===== src/rtl/csa_accum_tree.sv =====
// csa_accum_tree
//   Pipelined 3:2 carry-save reduction of N_IN operands per beat, followed by a
//   single carry-propagate add into a group accumulator. A group is one or more
//   beats terminated by in_last; one registered result is emitted per group.
//
// Ports
//   clk        clock, rising edge
//   rst_n      synchronous active-low reset
//   in_valid   beat valid
//   in_data    N_IN packed operands, operand j at [j*IN_W +: IN_W]
//   in_signed  group mode (1 = two's complement), taken from first beat only
//   in_last    final beat of group
//   out_valid  one-cycle result strobe
//   out_sum    group sum modulo 2^ACC_W
//   out_count  beats in group, saturating
//   out_ovf    group result left the ACC_W range in the group's mode
//   busy       group open or beats in flight
//
// Accumulator FSM
//   state  | meaning
//   S_IDLE | next valid beat at the accumulator starts a new group
//   S_OPEN | group in progress, acc/count/ovf hold partial results
module csa_accum_tree #(
  parameter int N_IN       = 8,
  parameter int IN_W       = 16,
  parameter int ACC_W      = 32,
  parameter int PIPE_DEPTH = 2,
  parameter int CNT_W      = 16
) (
  input  logic                   clk,
  input  logic                   rst_n,
  input  logic                   in_valid,
  input  logic [N_IN*IN_W-1:0]   in_data,
  input  logic                   in_signed,
  input  logic                   in_last,
  output logic                   out_valid,
  output logic [ACC_W-1:0]       out_sum,
  output logic [CNT_W-1:0]       out_count,
  output logic                   out_ovf,
  output logic                   busy
);

  // Wide enough that the full N_IN-operand sum fits as a signed value in
  // either mode, so the tree can wrap freely modulo 2^TREE_W.
  localparam int TREE_W = IN_W + $clog2(N_IN) + 1;
  localparam int VW     = N_IN * TREE_W;

  function automatic int tree_levels(input int n);
    int m;
    int l;
    m = n;
    l = 0;
    while (m > 2) begin
      m = m - m / 3;
      l++;
    end
    return l;
  endfunction

  function automatic int cnt_after(input int lv);
    int m;
    m = N_IN;
    for (int i = 0; i < lv; i++) m = m - m / 3;
    return m;
  endfunction

  localparam int LEVELS = tree_levels(N_IN);

  // Register k (1..PIPE_DEPTH) sits after level ceil(k*LEVELS/PIPE_DEPTH);
  // the last one always lands after the final level.
  function automatic int regs_at(input int lv);
    int n;
    n = 0;
    for (int k = 1; k <= PIPE_DEPTH; k++)
      if (((k * LEVELS + PIPE_DEPTH - 1) / PIPE_DEPTH) == lv) n++;
    return n;
  endfunction

  // One row of 3:2 compressors over the first m slots; leftovers pass through.
  function automatic logic [VW-1:0] csa_level(input logic [VW-1:0] v, input int m);
    logic [VW-1:0]     r;
    logic [TREE_W-1:0] a, b, c;
    int                g;
    r = '0;
    g = m / 3;
    for (int i = 0; i < N_IN / 3; i++) begin
      if (i < g) begin
        a = v[(3*i)*TREE_W +: TREE_W];
        b = v[(3*i+1)*TREE_W +: TREE_W];
        c = v[(3*i+2)*TREE_W +: TREE_W];
        r[(2*i)*TREE_W +: TREE_W]   = a ^ b ^ c;
        r[(2*i+1)*TREE_W +: TREE_W] = ((a & b) | (a & c) | (b & c)) << 1;
      end
    end
    for (int i = 0; i < N_IN; i++)
      if (i >= 3 * g && i < m) r[(i-g)*TREE_W +: TREE_W] = v[i*TREE_W +: TREE_W];
    return r;
  endfunction

  // Input stage: resolve the group mode here so operands can be extended
  // before entering the tree.
  logic          in_open, in_mode, mode_res;
  logic [VW-1:0] ext_ops, s0_data;
  logic [2:0]    s0_ctrl;  // {mode, last, valid}

  always_comb begin
    mode_res = in_open ? in_mode : in_signed;
    ext_ops  = '0;
    for (int j = 0; j < N_IN; j++)
      ext_ops[j*TREE_W +: TREE_W] = {{(TREE_W-IN_W){mode_res & in_data[j*IN_W+IN_W-1]}},
                                     in_data[j*IN_W +: IN_W]};
  end

  always_ff @(posedge clk) begin
    if (!rst_n) begin
      s0_ctrl <= '0;
      in_open <= 1'b0;
      in_mode <= 1'b0;
    end else begin
      s0_ctrl[0] <= in_valid;
      if (in_valid) begin
        s0_ctrl[2:1] <= {mode_res, in_last};
        in_open      <= !in_last;
        if (!in_open) in_mode <= in_signed;
      end
    end
  end

  always_ff @(posedge clk) begin
    if (in_valid) s0_data <= ext_ops;
  end

  // Tree levels with their register chains.
  logic [VW-1:0] node_data [LEVELS+1];
  logic [2:0]    node_ctrl [LEVELS+1];
  logic [LEVELS:0] lvl_busy;

  for (genvar l = 0; l <= LEVELS; l++) begin : g_lvl
    localparam int NR = regs_at(l);
    logic [VW-1:0] d [NR+1];
    logic [2:0]    c [NR+1];
    logic [NR:0]   vb;

    if (l == 0) begin : g_src
      assign d[0] = s0_data;
      assign c[0] = s0_ctrl;
    end else begin : g_csa
      assign d[0] = csa_level(node_data[l-1], cnt_after(l-1));
      assign c[0] = node_ctrl[l-1];
    end

    assign vb[0] = 1'b0;
    for (genvar k = 0; k < NR; k++) begin : g_reg
      logic [VW-1:0] q;
      logic [2:0]    qc;
      always_ff @(posedge clk) begin
        q <= d[k];
        if (!rst_n) qc <= '0;
        else        qc <= c[k];
      end
      assign d[k+1]  = q;
      assign c[k+1]  = qc;
      assign vb[k+1] = qc[0];
    end

    assign lvl_busy[l]  = |vb;
    assign node_data[l] = d[NR];
    assign node_ctrl[l] = c[NR];
  end

  // Accumulator stage.
  typedef enum logic {S_IDLE, S_OPEN} state_t;
  state_t state;

  logic [TREE_W-1:0] sum_t;
  logic [ACC_W-1:0]  acc, beat_sum, acc_base, acc_next;
  logic [CNT_W-1:0]  count, count_next;
  logic              carry, grp_mode, add_ovf, ovf_q, ovf_next, mode_q;
  logic              v_acc, last_acc, mode_acc;

  assign v_acc    = node_ctrl[LEVELS][0];
  assign last_acc = node_ctrl[LEVELS][1];
  assign mode_acc = node_ctrl[LEVELS][2];

  always_comb begin
    sum_t = '0;
    for (int i = 0; i < 2; i++) sum_t = sum_t + node_data[LEVELS][i*TREE_W +: TREE_W];
  end

  always_comb begin
    grp_mode = (state == S_OPEN) ? mode_q : mode_acc;
    beat_sum = grp_mode ? ACC_W'($signed(sum_t)) : ACC_W'(sum_t);
    acc_base = (state == S_OPEN) ? acc : '0;
    {carry, acc_next} = {1'b0, acc_base} + {1'b0, beat_sum};
    add_ovf  = grp_mode ? ((acc_base[ACC_W-1] == beat_sum[ACC_W-1]) &&
                           (acc_next[ACC_W-1] != acc_base[ACC_W-1]))
                        : carry;
    ovf_next = ((state == S_OPEN) & ovf_q) | add_ovf;
    if (state == S_IDLE)  count_next = CNT_W'(1);
    else if (&count)      count_next = count;
    else                  count_next = count + 1'b1;
  end

  always_ff @(posedge clk) begin
    if (!rst_n) begin
      state     <= S_IDLE;
      acc       <= '0;
      count     <= '0;
      ovf_q     <= 1'b0;
      mode_q    <= 1'b0;
      out_valid <= 1'b0;
      out_sum   <= '0;
      out_count <= '0;
      out_ovf   <= 1'b0;
    end else begin
      out_valid <= 1'b0;
      if (v_acc) begin
        if (last_acc) begin
          out_valid <= 1'b1;
          out_sum   <= acc_next;
          out_count <= count_next;
          out_ovf   <= ovf_next;
          acc       <= '0;
          count     <= '0;
          ovf_q     <= 1'b0;
          state     <= S_IDLE;
        end else begin
          acc   <= acc_next;
          count <= count_next;
          ovf_q <= ovf_next;
          state <= S_OPEN;
          if (state == S_IDLE) mode_q <= mode_acc;
        end
      end
    end
  end

  assign busy = (state == S_OPEN) | s0_ctrl[0] | (|lvl_busy);

endmodule


===== config.mk =====
export PLATFORM = sky130hd
export DESIGN_NAME = csa_accum_tree
export DESIGN_NICKNAME = d
export VERILOG_FILES = /design/src/rtl/csa_accum_tree.sv
export SDC_FILE = /design/constraint.sdc
export NUM_CORES = 1
export LEC_CHECK = 0
export CORE_UTILIZATION = 30
export CTS_CLUSTER_DIAMETER = 40
export DETAILED_ROUTE_END_ITERATION = 8
export PLACE_DENSITY = 0.5
export SYNTH_ARGS = -nofsm -noshare
export SYNTH_HDL_FRONTEND = slang
export SYNTH_SLANG_ARGS = --single-unit

===== constraint.sdc =====
create_clock -name clk -period 6.6 [get_ports clk]
set_clock_uncertainty 0.15 [all_clocks]
set_input_delay 1.98 -clock clk [delete_from_list [all_inputs] [get_ports clk]]
set_output_delay 1.98 -clock clk [all_outputs]
set_load 0.01 [all_outputs]

[Yosys cells after proc, flatten, opt, wreduce, memory -nomap -nowiden]
Cells that the tools add are included.
Storage, ports and cells
  logic and storage cells: 97
  register bits after elaboration: 386
  output and inout bits: 51
Operators by class
  muxes and demuxes: 12
  eq/ne operators: 2
  add/sub/neg operators: 3
  reductions and logical operators: 7
  bitwise gates (word level): 55
Operator list (count)
  AND 19 bit: 18
  bitwise XOR 20 bit: 12
  bitwise OR 19 bit: 12
  2-to-1 mux 32 bit: 3
  2-to-1 mux 16 bit: 3
  adder 32 x 32 -> 33 bit: 1
  adder 20 bit: 1
  adder 16 x 1 -> 16 bit (second input constant): 1
  AND reduction 16 bit: 1
  AND 1 bit: 9
  2-to-1 mux 1 bit: 6
  AND reduction 2 bit: 3
  bitwise OR 1 bit: 3
  OR reduction 2 bit: 1
  == test 1 bit: 1
  logical AND 1 bit: 1
  logical NOT 1 bit: 1
  inequality test 1 bit: 1
  NOT 1 bit: 1

[Depth between registers and ports, before layout]
Gate-level depths: netlist (run 1).
  depth after elaboration: 8
  mapped depth: 26
  gate-level depth less buffers: 26

[Least setup slack after synthesis (run 1)]
No wires, ideal clock.
  path type: register -> register
  from: reg g_lvl[4].g_reg[0].q[2]
  to: reg acc[27]
  arrival time: 4.775 ns
  path buffers: 0
  stages on the path, launching flop included: 26
  slack: 1.553 ns
  cell sequence: dfxtp_1 -> ha_1 -> inv_1 -> fa_1 -> nor2b_1 -> o21ai_0 -> a21boi_0 -> o21ai_0 -> nand2_1 -> a21o_1 -> a21oi_1 -> a2bb2oi_1 -> nor2b_1 -> xnor2_1 -> ha_1 -> a211oi_1 -> nand2_1 -> o311a_1 -> o41ai_4 -> o31ai_2 -> o2111a_1 -> o211a_1 -> a41oi_2 -> xnor2_1 -> and3_1 -> a311o_1
Between the ends
  longest elaborated chain between the ends: 4
Ends and longest elaborated chain
  start, declared: line 154  | logic [VW-1:0] q;
  start signal, assigned: line 157  | q <= d[k];
  adder 20 bit: line 187  | for (int i = 0; i < 2; i++) sum_t = sum_t + node_data[LEVELS][i*TREE_W +: TREE_W];
  2-to-1 mux 32 bit: line 192  | beat_sum = grp_mode ? ACC_W'($signed(sum_t)) : ACC_W'(sum_t);
  adder 32 x 32 -> 33 bit: line 194  | {carry, acc_next} = {1'b0, acc_base} + {1'b0, beat_sum};
  2-to-1 mux 32 bit: line 218  | if (last_acc) begin
  end signal, assigned: line 228  | acc <= acc_next;
  end, declared: line 176  | logic [ACC_W-1:0] acc, beat_sum, acc_base, acc_next;
Every way passes these cells.
A chain may end at the register's enable or synchronous reset.

[Worst setup path in the final report (run 1)]
Ends and elaborated chain as after synthesis.

==> results.yml, run 1 <==
status:
  status: "finished clean"
sta:
  worst_pin_slew_ps: 884
  fin_crit_sh_pct: 89.2
  drv_slew: 0
  relSlewSlack_pct: 41.0
  finalSetupTns_ps: 0
  grt_setup_unrepaired: "no"
  fin_ws_ps: 712
  holdWs_ps: 288
  finalCriticalPeriod_ps: 5890
  finalHoldViolations: 0
  setup_viol: 0
  max_freq_mhz: 170
job:
  maxCapViolations: 0
finish:
  nNetsFinal: 2008
  diodes: 0
  areaGrowthSynthToFinish_pct: 30.1
  post-route-util_pct: 39.7
  drive_above_1_share_pct: 8.78
setup_path:
  slowest_stage: "a2111oi_0"
  cp.required_ps: 6920
  end_kind: "flip-flop"
  worst-r2r-setup-slack_ps: 710
  timing.rr.start: "g_lvl[4].g_reg[0].q[2]"
  cp_data_arrival_time_ps: 6210
  critPathMaxStageDelay_ps: 540
  path_max_fanout: 7
  r2r_cells: 26
  crit_type: "flip-flop to flip-flop"
  critPathLaunchType: "flip-flop"
  r2r_end: "acc[27]"
grt:
  antenna_found_initial: 0
  grt_usage_pct: 13.8
  gr-total-overflow: 0
  grt_start_max_net_pins: 91
  grt_pass1_vias: 11800
  grt_pass1_wl_microns: 61300
power_and_ir_drop:
  power_leakage_nw: 8.65
  power-per-cell-area_nw_per_um2: 422
  vdd_ir_drop_max_mv: 0.232
  power_w: 0.00907
placement:
  hpwl_microns: 26400
  dp_worst_setup_slack_ps: 762
  port_buffers: 183
  globalplace.congestion: 0.859
cts:
  clk_pin_slew_worst_paths_ps: 60
  clock_path_buffers: 3
  clock_latency_ps: 590
  post-cts-setup-buffers: 0
  ctsResizeCount: 0
  cts_hold_buf: 0
  cts_tree: "done"
  htree_num_levels: 3
  root_buffer: "clkbuf_16"
  cts.sinks: 357
  cts_buffers: 66
drt:
  dr.pass1.iters: 5
  vias: 11400
  drtIter0Drc: 622
  vias_per_cell: 4.60
  remaining_drc_errors: 0
  wirelength_microns: 37200
  wl_per_cell_microns: 15.0
  ant_nets: 0
synth:
  synth.yosys.seq_area_share_pct: 51.5
  async_flop_share_pct: 0
  synth-main-ff-cell: "dfxtp_1"
  synth_seq_cells: 357
  synthesis.area_sq_um: 16500
  syn_nets: 1792
  synth_edf_count: 136
  yosysWarningCount: 0
  syn_avg_cell_area_sq_um: 11.0
  synthCells: 1507
  ys_types: 79
worst_hold_path:
  min_from: "g_lvl[2].g_reg[0].qc[1]"
  hp-class: "flip-flop to flip-flop"
  worstHoldPathCells: 1
  hold-path-endpoint: "g_lvl[4].g_reg[0].qc[1]"
floorplanning:
  fp.coreArea_sq_um: 54100
  start_util_pct: 30.5
  die_w_microns: 237
  placementRows: 85
  die_y_microns: 237
  fp.dieArea_sq_um: 56000
  pin_count: 184
sequential cells by signal (all words and copies together), names as in the netlist:
signal,flops
g_lvl.g.qc,6
g_lvl.d,136
mode_q,1
out_ovf,1
ovf_q,1
g_lvl.c,2
out_valid,1
out_sum,32
count,16
in_mode,1
acc,32
in_open,1
state,1
out_count,16
g_lvl.g.q,110
cells in the final DEF, fill, tap and decap left out, drive strengths merged, types with 14 or more instances in the layout:
master and n:
nor3 18, a211oi 16, nand3 45, and2 47
dfxtp 221, clkinv 14, nor2 127, buf 17
ha 46, xnor2 43, edfxtp 136, and3 14
inv 217, nand2 102, fa 106, a21oi 107
clkbuf 75, clkdlybuf4s50 182, a21o 15, o21ai 47
cell usage after synthesis (all sizes together) (6+ instances only):
library cell / count / share of area, %
xnor2: 43 / 2.3
buf: 8 / 0.21
o21ai: 47 / 1.5
xor2: 9 / 0.48
nor3: 18 / 0.55
mux2i: 7 / 0.42
dfxtp: 221 / 27
fa: 106 / 13
o2111ai: 8 / 0.42
a22oi: 13 / 0.59
inv: 193 / 4.4
and2: 47 / 1.8
nor2: 127 / 2.9
o21a: 10 / 0.45
nand4: 10 / 0.38
and3: 14 / 0.56
o211ai: 9 / 0.44
nand2: 102 / 2.3
edfxtp: 136 / 25
a31oi: 6 / 0.23
a21o: 15 / 0.68
a21oi: 107 / 3.3
nor2b: 12 / 0.45
clkbuf: 43 / 0.98
nand3: 45 / 1.4
ha: 46 / 3.5
nand2b: 9 / 0.34
a211oi: 16 / 0.83
critical path: cells and delay by family (launching register included):
family,cells,cell delay [ps]
simple gates,4,540
xor+xnor,1,180
compound gates,16,3370
flops,1,310
fa+ha+maj,3,970
buf+inv,2,240
metal layers:
metal,vias up,global-route usage [%],part of all wire (%)
met5,-,0,0
met2,281,22.0,46
met3,86,3.42,4.9
li1,5573,-,-
met4,0,5.96,3.2
met1,5441,17.7,46
cell type report:
| cell class | instances | area, sq um |
|---|---|---|
| Inverter | 194 | 728 |
| Fill cell | 5266 | 32700 |
| Timing Repair Buffer | 199 | 1950 |
| Tap cell | 696 | 871 |
| Clock buffer | 75 | 1780 |
| Clock inverter | 47 | 562 |
| Multi-Input combinational cell | 905 | 7080 |
| Sequential cell | 357 | 8510 |
power breakdown:
part,internal [W],total [W],leakage [nW],switching (W)
combinational,0.00114,0.00275,4.35,0.00161
clock,0.00224,0.00350,1.14,0.00126
sequential,0.00267,0.00283,3.16,0.000158
total,0.00605,0.00907,8.65,0.00302
through the flow:
stage	instance area, sq um	cells
6_report	21500	2473
4_1_cts	21500	2473
2_1_floorplan	16500	1507
5_1_grt	21500	2473
3_5_place_dp	19100	2351
3_3_place_gp	19100	2351
worst max path at each step:
stage / startpoint / endpoint / slack, ps / cells after the start
2_1_floorplan: g_lvl[4].g_reg[0].q[2] / acc[27] / 1550 / 25
3_3_place_gp: g_lvl[4].g_reg[0].q[2] / acc[27] / 820 / 26
3_5_place_dp: g_lvl[4].g_reg[0].q[2] / acc[28] / 760 / 26
4_1_cts: g_lvl[4].g_reg[0].q[2] / acc[28] / 730 / 26
5_1_grt: g_lvl[4].g_reg[0].q[2] / acc[28] / 20 / 26
6_report: g_lvl[4].g_reg[0].q[2] / acc[27] / 710 / 26
cells by family (layout without fill, tap and decap cells):
group	Yosys count	count (layout)	synth area share (%)
simple gates	405	405	11.6
flops	357	357	51.5
compound gates	284	284	11.5
buf+inv	245	515	5.60
fa+ha+maj	155	155	16.5
xor+xnor	52	52	2.76
mux	9	9	0.561
No activity file was read; power rests on OpenSTA's default activity.
==> run 2, diff against run 1 <==
--- a/config.mk
+++ b/config.mk
@@ -9,6 +9,7 @@
 export CTS_CLUSTER_DIAMETER = 40
 export DETAILED_ROUTE_END_ITERATION = 8
 export PLACE_DENSITY = 0.5
+export REMOVE_ABC_BUFFERS = 1
 export SYNTH_ARGS = -nofsm -noshare
 export SYNTH_HDL_FRONTEND = slang
 export SYNTH_SLANG_ARGS = --single-unit
==> results.yml, run 2 (same netlist as run 1, synthesis figures left out) <==
cts:
  clock_latency_ps: 580
  cts.sinks: 357
  clk_pin_slew_worst_paths_ps: 50
  clock_path_buffers: 3
  cts_buffers: 68
  cts_tree: "done"
  cts_hold_buf: 0
  root_buffer: "clkbuf_16"
  htree_num_levels: 3
  post-cts-setup-buffers: 0
grt:
  grt_pass1_wl_microns: 61200
  grt_start_max_net_pins: 101
  antenna_found_initial: 0
  gr-total-overflow: 0
  grt_pass1_vias: 11700
  grt_usage_pct: 13.7
setup_path:
  critPathBufInv: 1
  crit_family: "compound AO/OA/AOI/OAI gates"
  critPathMaxStageDelay_ps: 500
  r2r_cells: 25
  crit_type: "flip-flop to flip-flop"
  cp-startpoint: "g_lvl[4].g_reg[0].q[2]"
  r2r_end: "acc[27]"
  end_kind: "flip-flop"
  cp.required_ps: 6910
  worst-r2r-setup-slack_ps: 670
  cp_data_arrival_time_ps: 6240
  slowest_stage: "o31ai_2"
  critPathLaunchType: "flip-flop"
  worst-path-stages: 25
  path_max_fanout: 7
  timing.rr.start: "g_lvl[4].g_reg[0].q[2]"
finish:
  layout.cells.non_filler: 2466
  nNetsFinal: 2006
  largest_register_ffs: 136
  final_cell_mix: "dfxtp_1, inv_1, clkdlybuf4s50_1"
  post-route-util_pct: 39.6
  drive_above_1_share_pct: 8.42
  diodes: 0
  fillerInstances: 5219
  areaGrowthSynthToFinish_pct: 30.0
  final_common_cell: "dfxtp_1"
drt:
  wirelength_microns: 37000
  vias_per_cell: 4.57
  highest_layer: "met4"
  dr.pass1.iters: 4
  route.met2.wl_microns: 17000
  drtIter0Drc: 519
  wl_per_cell_microns: 15.0
  ant_nets: 0
  vias: 11300
  routed-wl-met3_microns: 1590
  remaining_drc_errors: 0
  wl_met1_microns: 17100
sta:
  finalCriticalPeriod_ps: 5930
  worst_pin_slew_ps: 982
  drv_slew: 0
  grt_setup_unrepaired: "no"
  fin_crit_sh_pct: 89.9
  setup_viol: 0
  finalHoldViolations: 0
  fin_ws_ps: 668
  relSlewSlack_pct: 34.5
  max_freq_mhz: 169
  finalSetupTns_ps: 0
  holdWs_ps: 294
power_and_ir_drop:
  power_leakage_nw: 8.62
  vdd_ir_drop_max_mv: 0.165
  power-per-cell-area_nw_per_um2: 424
floorplanning:
  placementRows: 85
  die_w_microns: 237
  fp.dieArea_sq_um: 56000
  die_y_microns: 237
  start_util_pct: 30.5
  fp.coreArea_sq_um: 54100
  pin_count: 184
placement:
  globalplace.congestion: 0.859
  dp_worst_setup_slack_ps: 602
  hpwl_microns: 26200
  place_inst: 2347
  port_buffers: 183
worst_hold_path:
  min_from: "g_lvl[2].g_reg[0].qc[1]"
  hold-path-endpoint: "g_lvl[4].g_reg[0].qc[1]"
  worstHoldPathCells: 1
  hp-class: "flip-flop to flip-flop"
status:
  status: "finished clean"
job:
  maxCapViolations: 0
==> run 2: worst max path at each step <==
stage                   end  slack [ps]
floorplan           acc[27]        1520
global placement    acc[28]         760
detailed placement  acc[28]         600
CTS                 acc[28]         560
global route        acc[27]         150
finish              acc[27]         670
==> run 2: final cells by class <==
type | instances | area [sq um] | share of cell area [%]
clock inverters | 42 | 513 | 2.39
multi-input cells | 905 | 7080 | 33.0
clock buffers | 77 | 1830 | 8.53
flip-flops and latches | 357 | 8510 | 39.7
repair buffers | 195 | 1920 | 8.96
inverters | 194 | 728 | 3.39
well taps | 696 | 871 | 4.06
==> run 2: timing repair <==
action	4_1_cts	5_1_grt
hold endpoints to repair	0	0
gates resized for setup	0	2
setup endpoints to repair	0	3
==> run 2: per-layer routing <==
layer / up-vias / GRT usage, %
li1: 5539 / -
met5: - / 0
met4: 0 / 6.73
met2: 243 / 21.9
met3: 92 / 2.91
met1: 5404 / 17.6
==> run 2: where the power goes <==
part	internal, W	leakage (nW)	total (W)	switching (W)
Sequential	0.00267	3.16	0.00283	0.000157
Clock	0.00233	1.13	0.00351	0.00118
Combinational	0.00115	4.33	0.00276	0.00161
Total	0.00614	8.62	0.00910	0.00296
==> run 2: per-stage QoR <==
step	instance area (sq um)	total power, W
after detailed placement	19100	0.00569
after global placement	19100	0.00568
final	21500	0.00910
after floorplan	16300	0.00483
after global routing	21500	0.00979
after CTS	21500	0.00928
==> run 3, diff against run 2 <==
--- a/config.mk
+++ b/config.mk
@@ -5,9 +5,11 @@
 export SDC_FILE = /design/constraint.sdc
 export NUM_CORES = 1
 export LEC_CHECK = 0
+export CORE_MARGIN = 5
 export CORE_UTILIZATION = 30
 export CTS_CLUSTER_DIAMETER = 40
 export DETAILED_ROUTE_END_ITERATION = 8
+export MAX_ROUTING_LAYER = met4
 export PLACE_DENSITY = 0.5
 export REMOVE_ABC_BUFFERS = 1
 export SYNTH_ARGS = -nofsm -noshare
==> results.yml, run 3 (same netlist as run 1, synthesis figures left out) <==
status:
  status: "finished clean"
floorplanning:
  die_w_microns: 245
  die_y_microns: 245
  placementRows: 86
  pin_count: 184
  start_util_pct: 30.1
  fp.dieArea_sq_um: 59800
  fp.coreArea_sq_um: 54800
placement:
  globalplace.congestion: 0.871
  dp_worst_setup_slack_ps: 647
  hpwl_microns: 26500
  port_buffers: 183
cts:
  ctsResizeCount: 0
  htree_num_levels: 3
  clock_latency_ps: 570
  clock_path_buffers: 3
  cts_tree: "done"
  post-cts-setup-buffers: 0
  root_buffer: "clkbuf_16"
  cts.sinks: 357
  clk_pin_slew_worst_paths_ps: 50
  cts_hold_buf: 0
  cts_buffers: 66
power_and_ir_drop:
  p_sw_share_pct: 32.4
  power_leakage_nw: 8.61
  p_seq_share_pct: 31.3
  power-per-cell-area_nw_per_um2: 422
  netSwitchingPower_w: 0.00293
  clockPowerShare_pct: 38.2
  p_int_w: 0.00611
  vdd_ir_drop_max_mv: 0.174
  comb_power_share_pct: 30.6
drt:
  drtIter0Drc: 569
  wl_per_cell_microns: 15.1
  ant_nets: 0
  vias_per_cell: 4.53
  dr.pass1.iters: 5
  vias: 11200
  wirelength_microns: 37400
  remaining_drc_errors: 0
grt:
  grt_pass1_vias: 11900
  gr-total-overflow: 0
  grt_pass1_wl_microns: 61700
  grt_usage_pct: 13.1
  antenna_found_initial: 0
  grt_start_max_net_pins: 90
setup_path:
  crit_type: "flip-flop to flip-flop"
  path_max_fanout: 7
  critPathLaunchType: "flip-flop"
  timing.rr.start: "g_lvl[4].g_reg[0].q[2]"
  cp.required_ps: 6900
  r2r_end: "acc[27]"
  worst-r2r-setup-slack_ps: 650
  cp_data_arrival_time_ps: 6250
  end_kind: "flip-flop"
  r2r_cells: 25
finish:
  largest_register_ffs: 136
  fillerInstances: 5287
  areaGrowthSynthToFinish_pct: 29.9
  drive_above_1_share_pct: 8.35
  final_common_cell: "dfxtp_1"
  final_cell_mix: "dfxtp_1, inv_1, clkdlybuf4s50_1"
  nNetsFinal: 2006
  diodes: 0
sta:
  grt_setup_unrepaired: "no"
  drv_slew: 0
  setup_viol: 0
  fin_ws_ps: 646
  fin_crit_sh_pct: 90.2
  finalCriticalPeriod_ps: 5950
  worst_pin_slew_ps: 861
  finalHoldViolations: 0
  finalSetupTns_ps: 0
  max_freq_mhz: 168
  relSlewSlack_pct: 42.6
worst_hold_path:
  worstHoldPathCells: 1
  hp-class: "flip-flop to flip-flop"
  hold-path-endpoint: "g_lvl[4].g_reg[0].qc[2]"
  min_from: "g_lvl[2].g_reg[0].qc[2]"
job:
  maxCapViolations: 0
==> run 3: stage by stage <==
stage | cells | cell area (sq um) | hold slack [ps] | total power (W) | utilization, %
finish | 2477 | 21400 | 295 | 0.00904 | 39.1
global route | 2477 | 21400 | 316 | 0.00973 | 39.1
CTS | 2477 | 21400 | 304 | 0.00921 | 39.1
detailed placement | 2357 | 19100 | 282 | 0.00568 | 34.9
global placement | 2357 | 19100 | 282 | 0.00566 | 34.9
floorplan | 1456 | 16300 | 262 | 0.00483 | -
==> run 3: worst max-delay path by stage <==
stage / startpoint / to / slack [ps] / depth (start not counted)
floorplan: g_lvl[4].g_reg[0].q[2] / acc[27] / 1520 / 25
global placement: g_lvl[4].g_reg[0].q[2] / acc[27] / 820 / 25
detailed placement: g_lvl[4].g_reg[0].q[22] / acc[28] / 650 / 26
CTS: g_lvl[4].g_reg[0].q[22] / acc[28] / 600 / 26
global route: g_lvl[4].g_reg[0].q[2] / out_sum[30] / 60 / 25
finish: g_lvl[4].g_reg[0].q[2] / acc[27] / 650 / 25
==> run 3: layout make-up <==
type / instances / area [sq um] / share of cell area [%]
clock buffers: 80 / 1820 / 8.49
clock inverters: 40 / 484 / 2.26
inverters: 194 / 728 / 3.40
multi-input cells: 905 / 7080 / 33.0
flip-flops and latches: 357 / 8510 / 39.7
well taps: 704 / 881 / 4.11
repair buffers: 197 / 1940 / 9.04
==> run 3: layer usage <==
layer	global-route usage (%)	routed length [microns]	vias to the layer above
met3	2.71	1760	59
met4	4.54	807	0
li1	-	-	5556
met5	-	0	-
met2	21.1	17800	254
met1	16.4	17000	5340
==> run 3: power groups by stage <==
stage / Combinational, W / Clock (W) / Sequential [W]
after CTS: 0.00281 / 0.00356 / 0.00284
after detailed placement: 0.00280 / 0 / 0.00288
final: 0.00276 / 0.00345 / 0.00283
after global routing: 0.00319 / 0.00366 / 0.00288
after floorplan: 0.00200 / 0 / 0.00284
after global placement: 0.00278 / 0 / 0.00288
==> run 3: critical path, stage by stage, from the launching register on <==
cell	delay, ps
dfxtp_1	290
ha_1	240
inv_1	80
fa_1	200
nor2b_1	50
o21ai_0	240
a21boi_0	160
o21ai_0	180
nand2_1	100
a21o_1	180
a21oi_1	250
a2bb2oi_1	340
nor2b_1	200
xnor2_1	80
ha_1	390
nor2_1	80
a211oi_1	250
o311a_1	260
o41ai_4	110
o31ai_2	510
o2111a_1	330
o211a_1	170
a41oi_2	230
xnor2_1	230
and3_1	200
a311o_1	330
